--- src/rtl/dino_pkg.sv ---
// Shared definitions for the dino player controller and the sprite renderer.
//   - dino_state_t : player state encoding
//   - YPOS_W/VEL_W : signed widths of height and velocity
//   - GROUND_Y     : height value meaning "standing on the ground"
package dino_pkg;

    localparam int YPOS_W = 6;
    localparam int VEL_W  = 6;

    localparam logic [YPOS_W-1:0] GROUND_Y = '0;

    typedef enum logic [1:0] {
        ST_GROUND = 2'd0,
        ST_DUCK   = 2'd1,
        ST_RISE   = 2'd2,
        ST_FALL   = 2'd3
    } dino_state_t;

    // Jump is only accepted from a grounded state.
    function automatic logic is_grounded(input dino_state_t s);
        return (s == ST_GROUND) || (s == ST_DUCK);
    endfunction

endpackage

--- src/rtl/dino_anim_div.sv ---
// Run-cycle animation divider: a modulo-ANIM_DIV tick counter that toggles
// o_frame each time it wraps. Counter and frame hold whenever i_en is low.
//   clk, rst_n : clock, async active-low reset
//   i_tick     : one-clk advance strobe
//   i_en       : advance enable (low = hold)
//   o_frame    : toggling frame select
module dino_anim_div #(
    parameter int ANIM_DIV = 4
) (
    input  logic clk,
    input  logic rst_n,
    input  logic i_tick,
    input  logic i_en,
    output logic o_frame
);

    localparam int CW = (ANIM_DIV > 2) ? $clog2(ANIM_DIV) : 1;

    logic [CW-1:0] r_cnt;
    logic          r_frame;

    always_ff @(posedge clk or negedge rst_n) begin
        if (!rst_n) begin
            r_cnt   <= '0;
            r_frame <= 1'b0;
        end else if (i_tick && i_en) begin
            if (r_cnt == CW'(ANIM_DIV - 1)) begin
                r_cnt   <= '0;
                r_frame <= ~r_frame;
            end else begin
                r_cnt <= r_cnt + 1'b1;
            end
        end
    end

    assign o_frame = r_frame;

endmodule

--- src/rtl/dino_player_ctrl.sv ---
// Dino player physics/state controller. Integrates jump velocity and gravity
// once per frame tick and produces the sprite's signed height above ground.
//   clk, rst_n     : pixel clock, async active-low reset
//   i_frame_tick   : one-clk pulse per frame (vertical blank)
//   i_jump, i_duck : synchronised button levels
//   i_halt         : freeze all physics (game over)
//   o_ypos         : signed height, 0 = ground
//   o_airborne     : state is RISE or FALL
//   o_ducking      : state is DUCK
//   o_anim_frame   : run-cycle frame select
module dino_player_ctrl
    import dino_pkg::*;
#(
    parameter int JUMP_VEL     = 7,
    parameter int GRAVITY      = 1,
    parameter int FAST_GRAVITY = 2,
    parameter int TERM_VEL     = -8,
    parameter int MAX_HEIGHT   = 31,
    parameter int ANIM_DIV     = 4
) (
    input  logic              clk,
    input  logic              rst_n,
    input  logic              i_frame_tick,
    input  logic              i_jump,
    input  logic              i_duck,
    input  logic              i_halt,
    output logic [YPOS_W-1:0] o_ypos,
    output logic              o_airborne,
    output logic              o_ducking,
    output logic              o_anim_frame
);

    // 8-bit signed working copies; sums never wrap at this width.
    localparam logic signed [7:0] JV8 = 8'(JUMP_VEL);
    localparam logic signed [7:0] G8  = 8'(GRAVITY);
    localparam logic signed [7:0] FG8 = 8'(FAST_GRAVITY);
    localparam logic signed [7:0] TV8 = 8'(TERM_VEL);
    localparam logic signed [7:0] MH8 = 8'(MAX_HEIGHT);

    dino_state_t       r_state, w_state_nxt;
    logic [YPOS_W-1:0] r_ypos, w_ypos_nxt;
    logic [VEL_W-1:0]  r_vel, w_vel_nxt;
    logic              r_jump_prev, r_jump_pending;

    logic              w_tick_act, w_jump_edge, w_jump_req;
    logic signed [7:0] w_grav, w_vel_dec, w_vel_clamp, w_ypos_sum;

    assign w_tick_act  = i_frame_tick & ~i_halt;
    assign w_jump_edge = i_jump & ~r_jump_prev;
    // An edge in the tick's own clk is honoured on that tick.
    assign w_jump_req  = r_jump_pending | w_jump_edge;

    // Height integrates the already-decremented velocity; the stored velocity
    // is saturated at terminal, but the step taken this tick is not.
    assign w_grav      = i_duck ? FG8 : G8;
    assign w_vel_dec   = {{(8-VEL_W){r_vel[VEL_W-1]}}, r_vel} - w_grav;
    assign w_vel_clamp = (w_vel_dec < TV8) ? TV8 : w_vel_dec;
    assign w_ypos_sum  = {{(8-YPOS_W){r_ypos[YPOS_W-1]}}, r_ypos} + w_vel_dec;

    always_ff @(posedge clk or negedge rst_n) begin
        if (!rst_n) begin
            r_state        <= ST_GROUND;
            r_ypos         <= GROUND_Y;
            r_vel          <= '0;
            r_jump_prev    <= 1'b0;
            r_jump_pending <= 1'b0;
        end else begin
            r_state     <= w_state_nxt;
            r_ypos      <= w_ypos_nxt;
            r_vel       <= w_vel_nxt;
            r_jump_prev <= i_jump;
            // Every live tick either consumes the request or discards it
            // (airborne); halted ticks leave it pending.
            if (w_tick_act)
                r_jump_pending <= 1'b0;
            else if (w_jump_edge)
                r_jump_pending <= 1'b1;
        end
    end

    always_comb begin
        w_state_nxt = r_state;
        w_ypos_nxt  = r_ypos;
        w_vel_nxt   = r_vel;
        if (w_tick_act) begin
            case (r_state)
                ST_GROUND, ST_DUCK: begin
                    if (w_jump_req) begin
                        w_vel_nxt   = JV8[VEL_W-1:0];
                        w_ypos_nxt  = JV8[YPOS_W-1:0];
                        w_state_nxt = ST_RISE;
                    end else begin
                        w_state_nxt = i_duck ? ST_DUCK : ST_GROUND;
                    end
                end
                ST_RISE, ST_FALL: begin
                    if (w_ypos_sum <= 8'sd0) begin
                        w_ypos_nxt  = GROUND_Y;
                        w_vel_nxt   = '0;
                        w_state_nxt = i_duck ? ST_DUCK : ST_GROUND;
                    end else begin
                        w_ypos_nxt  = (w_ypos_sum > MH8) ? MH8[YPOS_W-1:0]
                                                         : w_ypos_sum[YPOS_W-1:0];
                        w_vel_nxt   = w_vel_clamp[VEL_W-1:0];
                        w_state_nxt = (w_vel_clamp > 8'sd0) ? ST_RISE : ST_FALL;
                    end
                end
                default: w_state_nxt = ST_GROUND;
            endcase
        end
    end

    dino_anim_div #(.ANIM_DIV(ANIM_DIV)) u_anim (
        .clk     (clk),
        .rst_n   (rst_n),
        .i_tick  (w_tick_act),
        .i_en    (r_state == ST_GROUND),
        .o_frame (o_anim_frame)
    );

    assign o_ypos     = r_ypos;
    assign o_airborne = (r_state == ST_RISE) || (r_state == ST_FALL);
    assign o_ducking  = (r_state == ST_DUCK);

endmodule

--- config.mk ---
export PLATFORM = sky130hd
export DESIGN_NAME = dino_player_ctrl
export DESIGN_NICKNAME = d
export VERILOG_FILES = /design/src/rtl/dino_pkg.sv /design/src/rtl/dino_anim_div.sv /design/src/rtl/dino_player_ctrl.sv
export SDC_FILE = /design/constraint.sdc
export NUM_CORES = 1
export LEC_CHECK = 0
export ABC_AREA = 0
export CORE_MARGIN = 2
export CORE_UTILIZATION = 57
export CTS_BUF_LIST = sky130_fd_sc_hd__clkbuf_16
export DETAILED_ROUTE_END_ITERATION = 10
export HOLD_SLACK_MARGIN = 0.12
export MAX_ROUTING_LAYER = met4
export PLACE_DENSITY = 0.79
export SLEW_MARGIN = 0
export SYNTH_ARGS = -nofsm -noshare
export SYNTH_HDL_FRONTEND = slang
export SYNTH_SLANG_ARGS = --single-unit
--- constraint.sdc ---
create_clock -name clk -period 4.7 [get_ports clk]
set_clock_uncertainty 0.1 [all_clocks]
set_input_delay 0.94 -clock clk [delete_from_list [all_inputs] [get_ports clk]]
set_output_delay 0.94 -clock clk [all_outputs]
set_load 0.01 [all_outputs]
==> impl_metrics.csv, run 1 <==
group,metric,value,unit
detailed_routing,drt_iter0_drc,78,
setup_path,reg2reg_from,"r_vel[0]",
detailed_routing,vias,1423,
worst_hold_path,holdPathStages,1,
setup_path,crit_chain,"clkdlybuf4s50_1 -> inv_1 -> ha_1 -> inv_1 -> fa_1 -> nor3_1 -> xor2_1 -> ha_1 -> or2_1 -> and4b_1 -> nor4_1 -> nor3_2 -> a32oi_1 -> o21ai_0",
detailed_routing,viasPerCell,6.41,
sta,worst_pin_slew,866,ps
floorplanning,die_area,3120,um2
synth,yosysWarnings,0,
sta,fin_crit_sh,95.3,%
detailed_routing,drc,0,
cts,postCtsSetupBuffers,0,
floorplanning,row_count,18,
synth,async_flop_share,100,%
sta,whs,381,ps
floorplanning,ios,15,
setup_path,cp_max_fo,6,
synth,ys_seq_area_share,31.0,%
grt,grt_pass1_vias,1323,
place,gp_congestion,0.922,
floorplanning,die_w,55.9,um
sta,finalMaxSlewViolations,0,
setup_path,setup.worst_path.class,"in -> reg",
sta,final_hold_viol_count,0,
synth,syn_area,1530,um2
cells_and_area,n_fill_cell,197,
cts,cts-resized-gates,0,
cts,hold_buffers,0,
detailed_routing,drt_pass1_iterations,5,
grt,grt_use_total,26.9,%
setup_path,worst-r2r-cell-count,13,
grt,use_met1,35.8,%
detailed_routing,wl_per_cell,17.1,um
setup_path,cp_num_buf_inv,3,
place,port_buffers,14,
setup_path,startpoint_type,"input port",
synth,syn_nets,194,
cells_and_area,area_delta_synth_final,18.2,%
setup_path,crit_arrival,4490,ps
setup_path,critPathMaxStageDelay,430,ps
grt,grt_busiest_layer,"met2",
synth,synth_area_per_cell,8.76,um2
cts,clockBufferDepth,2,
cts,htreeDepth,1,
worst_hold_path,hp-class,"reg -> reg",
cts,clock_sinks,19,
detailed_routing,wl,3800,um
synth,synth_edf_count,0,
grt,grt_first_pass_wirelength,6440,um
setup_path,r2r_setup_slack,1050,ps
grt,met3_usage,4.65,%
setup_path,cp_slowest_cell,"a32oi_1",
cells_and_area,final_nets,212,
status,outcome,"complete, no violations",
cts,cts_inserted_buffers,3,
setup_path,cp_top_family,"simple AND/OR/NAND/NOR gates",
sta,fmax,223,MHz
job,drv_cap,0,
setup_path,r2r-end,"r_state[1]",
place,dpl.hpwl,2910,um
floorplanning,die-height,55.9,um
cts,cts_tree,"done",
sta,period_needed,4480,ps
grt,grt_antenna_before_repair,0,
synth,syn_inst,175,
setup_path,crit_required,4710,ps
grt,grt_start_max_net_pins,20,
sta,slew_headroom,42.1,%
worst_hold_path,hp-start,"u_anim.o_frame",
cells_and_area,drive_gt1_share,9.90,%
cts,clock_latency,250,ps
cells_and_area,antenna_cells,0,
worst_hold_path,min_to,"u_anim.o_frame",
synth,ys_types,50,
setup_path,cp-end-kind,"register",
cts,root_buffer,"clkbuf_16",
detailed_routing,antenna_left,0,
floorplanning,initial_core_util,60.8,%
cts,path_clk_slew,50,ps
grt,met2_usage,42.2,%
synth,synth-seq-cells,19,
synth,ys.flop_type,"dfrtp_1",
floorplanning,coreArea,2520,um2
sta,setup_viol,0,
grt,gr-total-overflow,0,
-- worst reg2reg max path, cell delays in order, from the launching register on --
cell and delay, ps:
dfrtp_1 380, inv_1 60, ha_1 160, inv_1 50, fa_1 410, nor3_1 250, xor2_1 220, ha_1 310
or2_1 280, and4b_1 270, nor4_1 340, nor3_2 120, a32oi_1 430, o21ai_0 140
-- placed cells by master, fill, tap and decap left out, types with 3 or more instances in the layout --
master           instances
nor4_1                   4
nor2b_1                  3
nand2_1                 12
o31ai_1                  4
o21ai_0                 12
clkbuf_16                3
nor2_1                  13
xnor2_1                  3
nand2b_1                 6
dfrtp_1                 19
ha_1                    11
a21oi_1                  8
o41ai_2                  3
a32oi_1                  3
inv_1                   13
buf_4                    5
clkdlybuf4s50_1         14
or2_2                    3
xor2_1                   4
nor3_1                   5
-- Yosys cell counts, types with 2 or more instances --
cell type	n	area (um2)
clkbuf_1	5	18.8
nor2_1	13	48.8
xnor2_1	3	26.3
nand2b_1	6	37.5
a31oi_1	2	12.5
nand3_1	2	10.0
nor3b_1	2	15.0
nand3b_1	2	15.0
inv_1	12	45.0
a211oi_1	2	15.0
xor2_1	4	35.0
nor4_1	4	25.0
mux2_2	2	22.5
nor2b_1	3	18.8
o2bb2ai_1	2	17.5
ha_1	11	138
o21ai_0	12	60.1
o31ai_1	4	30.0
o21a_1	2	15.0
a21o_1	2	15.0
nand2_1	12	45.0
fa_1	2	40.0
or2_2	3	18.8
nor3_1	5	25.0
and2_1	2	12.5
a32oi_1	3	26.3
and3_1	2	12.5
a21oi_1	8	40.0
dfrtp_1	19	475
o41ai_1	3	26.3
o211ai_1	2	15.0
-- registers in the layout, summed over array words and instances, names as in the netlist --
| name | count |
|---|---|
| r_jump_pending | 1 |
| u_anim.o_frame | 1 |
| r_jump_prev | 1 |
| o_ypos | 6 |
| u_anim.r_cnt | 2 |
| r_state | 2 |
| r_vel | 6 |
-- cell families (layout without fill, tap and decap cells) --
| logic type | Yosys count | after routing | synth area share, % |
|---|---|---|---|
| compound gates | 53 | 53 | 24.7 |
| mux | 2 | 2 | 1.47 |
| buf+inv | 18 | 35 | 4.90 |
| xor+xnor | 7 | 7 | 4.00 |
| fa+ha+maj | 13 | 13 | 11.6 |
| simple gates | 63 | 63 | 22.3 |
| flops | 19 | 19 | 31.0 |
-- layout make-up --
cell class,instances,area (um2),share of cell area [%]
well taps,30,37.5,2.07
multi-input cells,138,997,55.0
clock inverters,1,3.75,0.207
repair buffers,19,178,9.81
flip-flops and latches,19,475,26.2
clock buffers,3,75.1,4.14
inverters,12,45.0,2.49
-- worst max-delay path by stage --
stage / start / end / slack (ps) / cells after the start
global placement: i_duck / r_vel[2] / 170 / 14
finish: i_duck / r_state[1] / 220 / 14
floorplan: i_duck / r_vel[1] / 660 / 14
global route: i_duck / r_state[1] / -20 / 14
CTS: i_duck / r_vel[0] / 250 / 14
detailed placement: i_duck / r_vel[0] / -20 / 14
-- routing by layer --
metal | part of all wire [%] | up-vias
met5 | 0 | -
met4 | 2.0 | 0
met3 | 7.5 | 11
met2 | 48 | 67
met1 | 43 | 667
li1 | - | 678
-- metrics by stage --
stage | std cells | setup slack (ps) | util [%] | setup TNS [ps] | area [um2]
finish | 222 | 222 | 71.8 | 0 | 1810
CTS | 222 | 249 | 71.2 | 0 | 1800
floorplan | 175 | 660 | - | 0 | 1530
global placement | 218 | 170 | 68.1 | 0 | 1720
global route | 222 | -23.4 | 71.8 | -23.4 | 1810
detailed placement | 218 | -15.9 | 68.1 | -15.9 | 1720
Power of run 1 is not shown: default switching activity piles up to over one toggle a cycle in this logic, so the estimate is an artifact.
==> run 2, diff against run 1 <==
--- a/config.mk
+++ b/config.mk
@@ -13,6 +13,7 @@
 export HOLD_SLACK_MARGIN = 0.12
 export MAX_ROUTING_LAYER = met4
 export PLACE_DENSITY = 0.79
+export SKIP_CTS_REPAIR_TIMING = 1
 export SLEW_MARGIN = 0
 export SYNTH_ARGS = -nofsm -noshare
 export SYNTH_HDL_FRONTEND = slang
==> results of run 2 <==
Final layout, timing and power as in run 1 (identical DEF).
Power of run 2 is left out for the same reason.
==> run 3, diff against run 2 <==
--- a/config.mk
+++ b/config.mk
@@ -5,7 +5,6 @@
 export SDC_FILE = /design/constraint.sdc
 export NUM_CORES = 1
 export LEC_CHECK = 0
-export ABC_AREA = 0
 export CORE_MARGIN = 2
 export CORE_UTILIZATION = 57
 export CTS_BUF_LIST = sky130_fd_sc_hd__clkbuf_16
==> results of run 3 <==
Final layout, timing and power as in run 1 (identical DEF).
Power of run 3 is left out for the same reason.
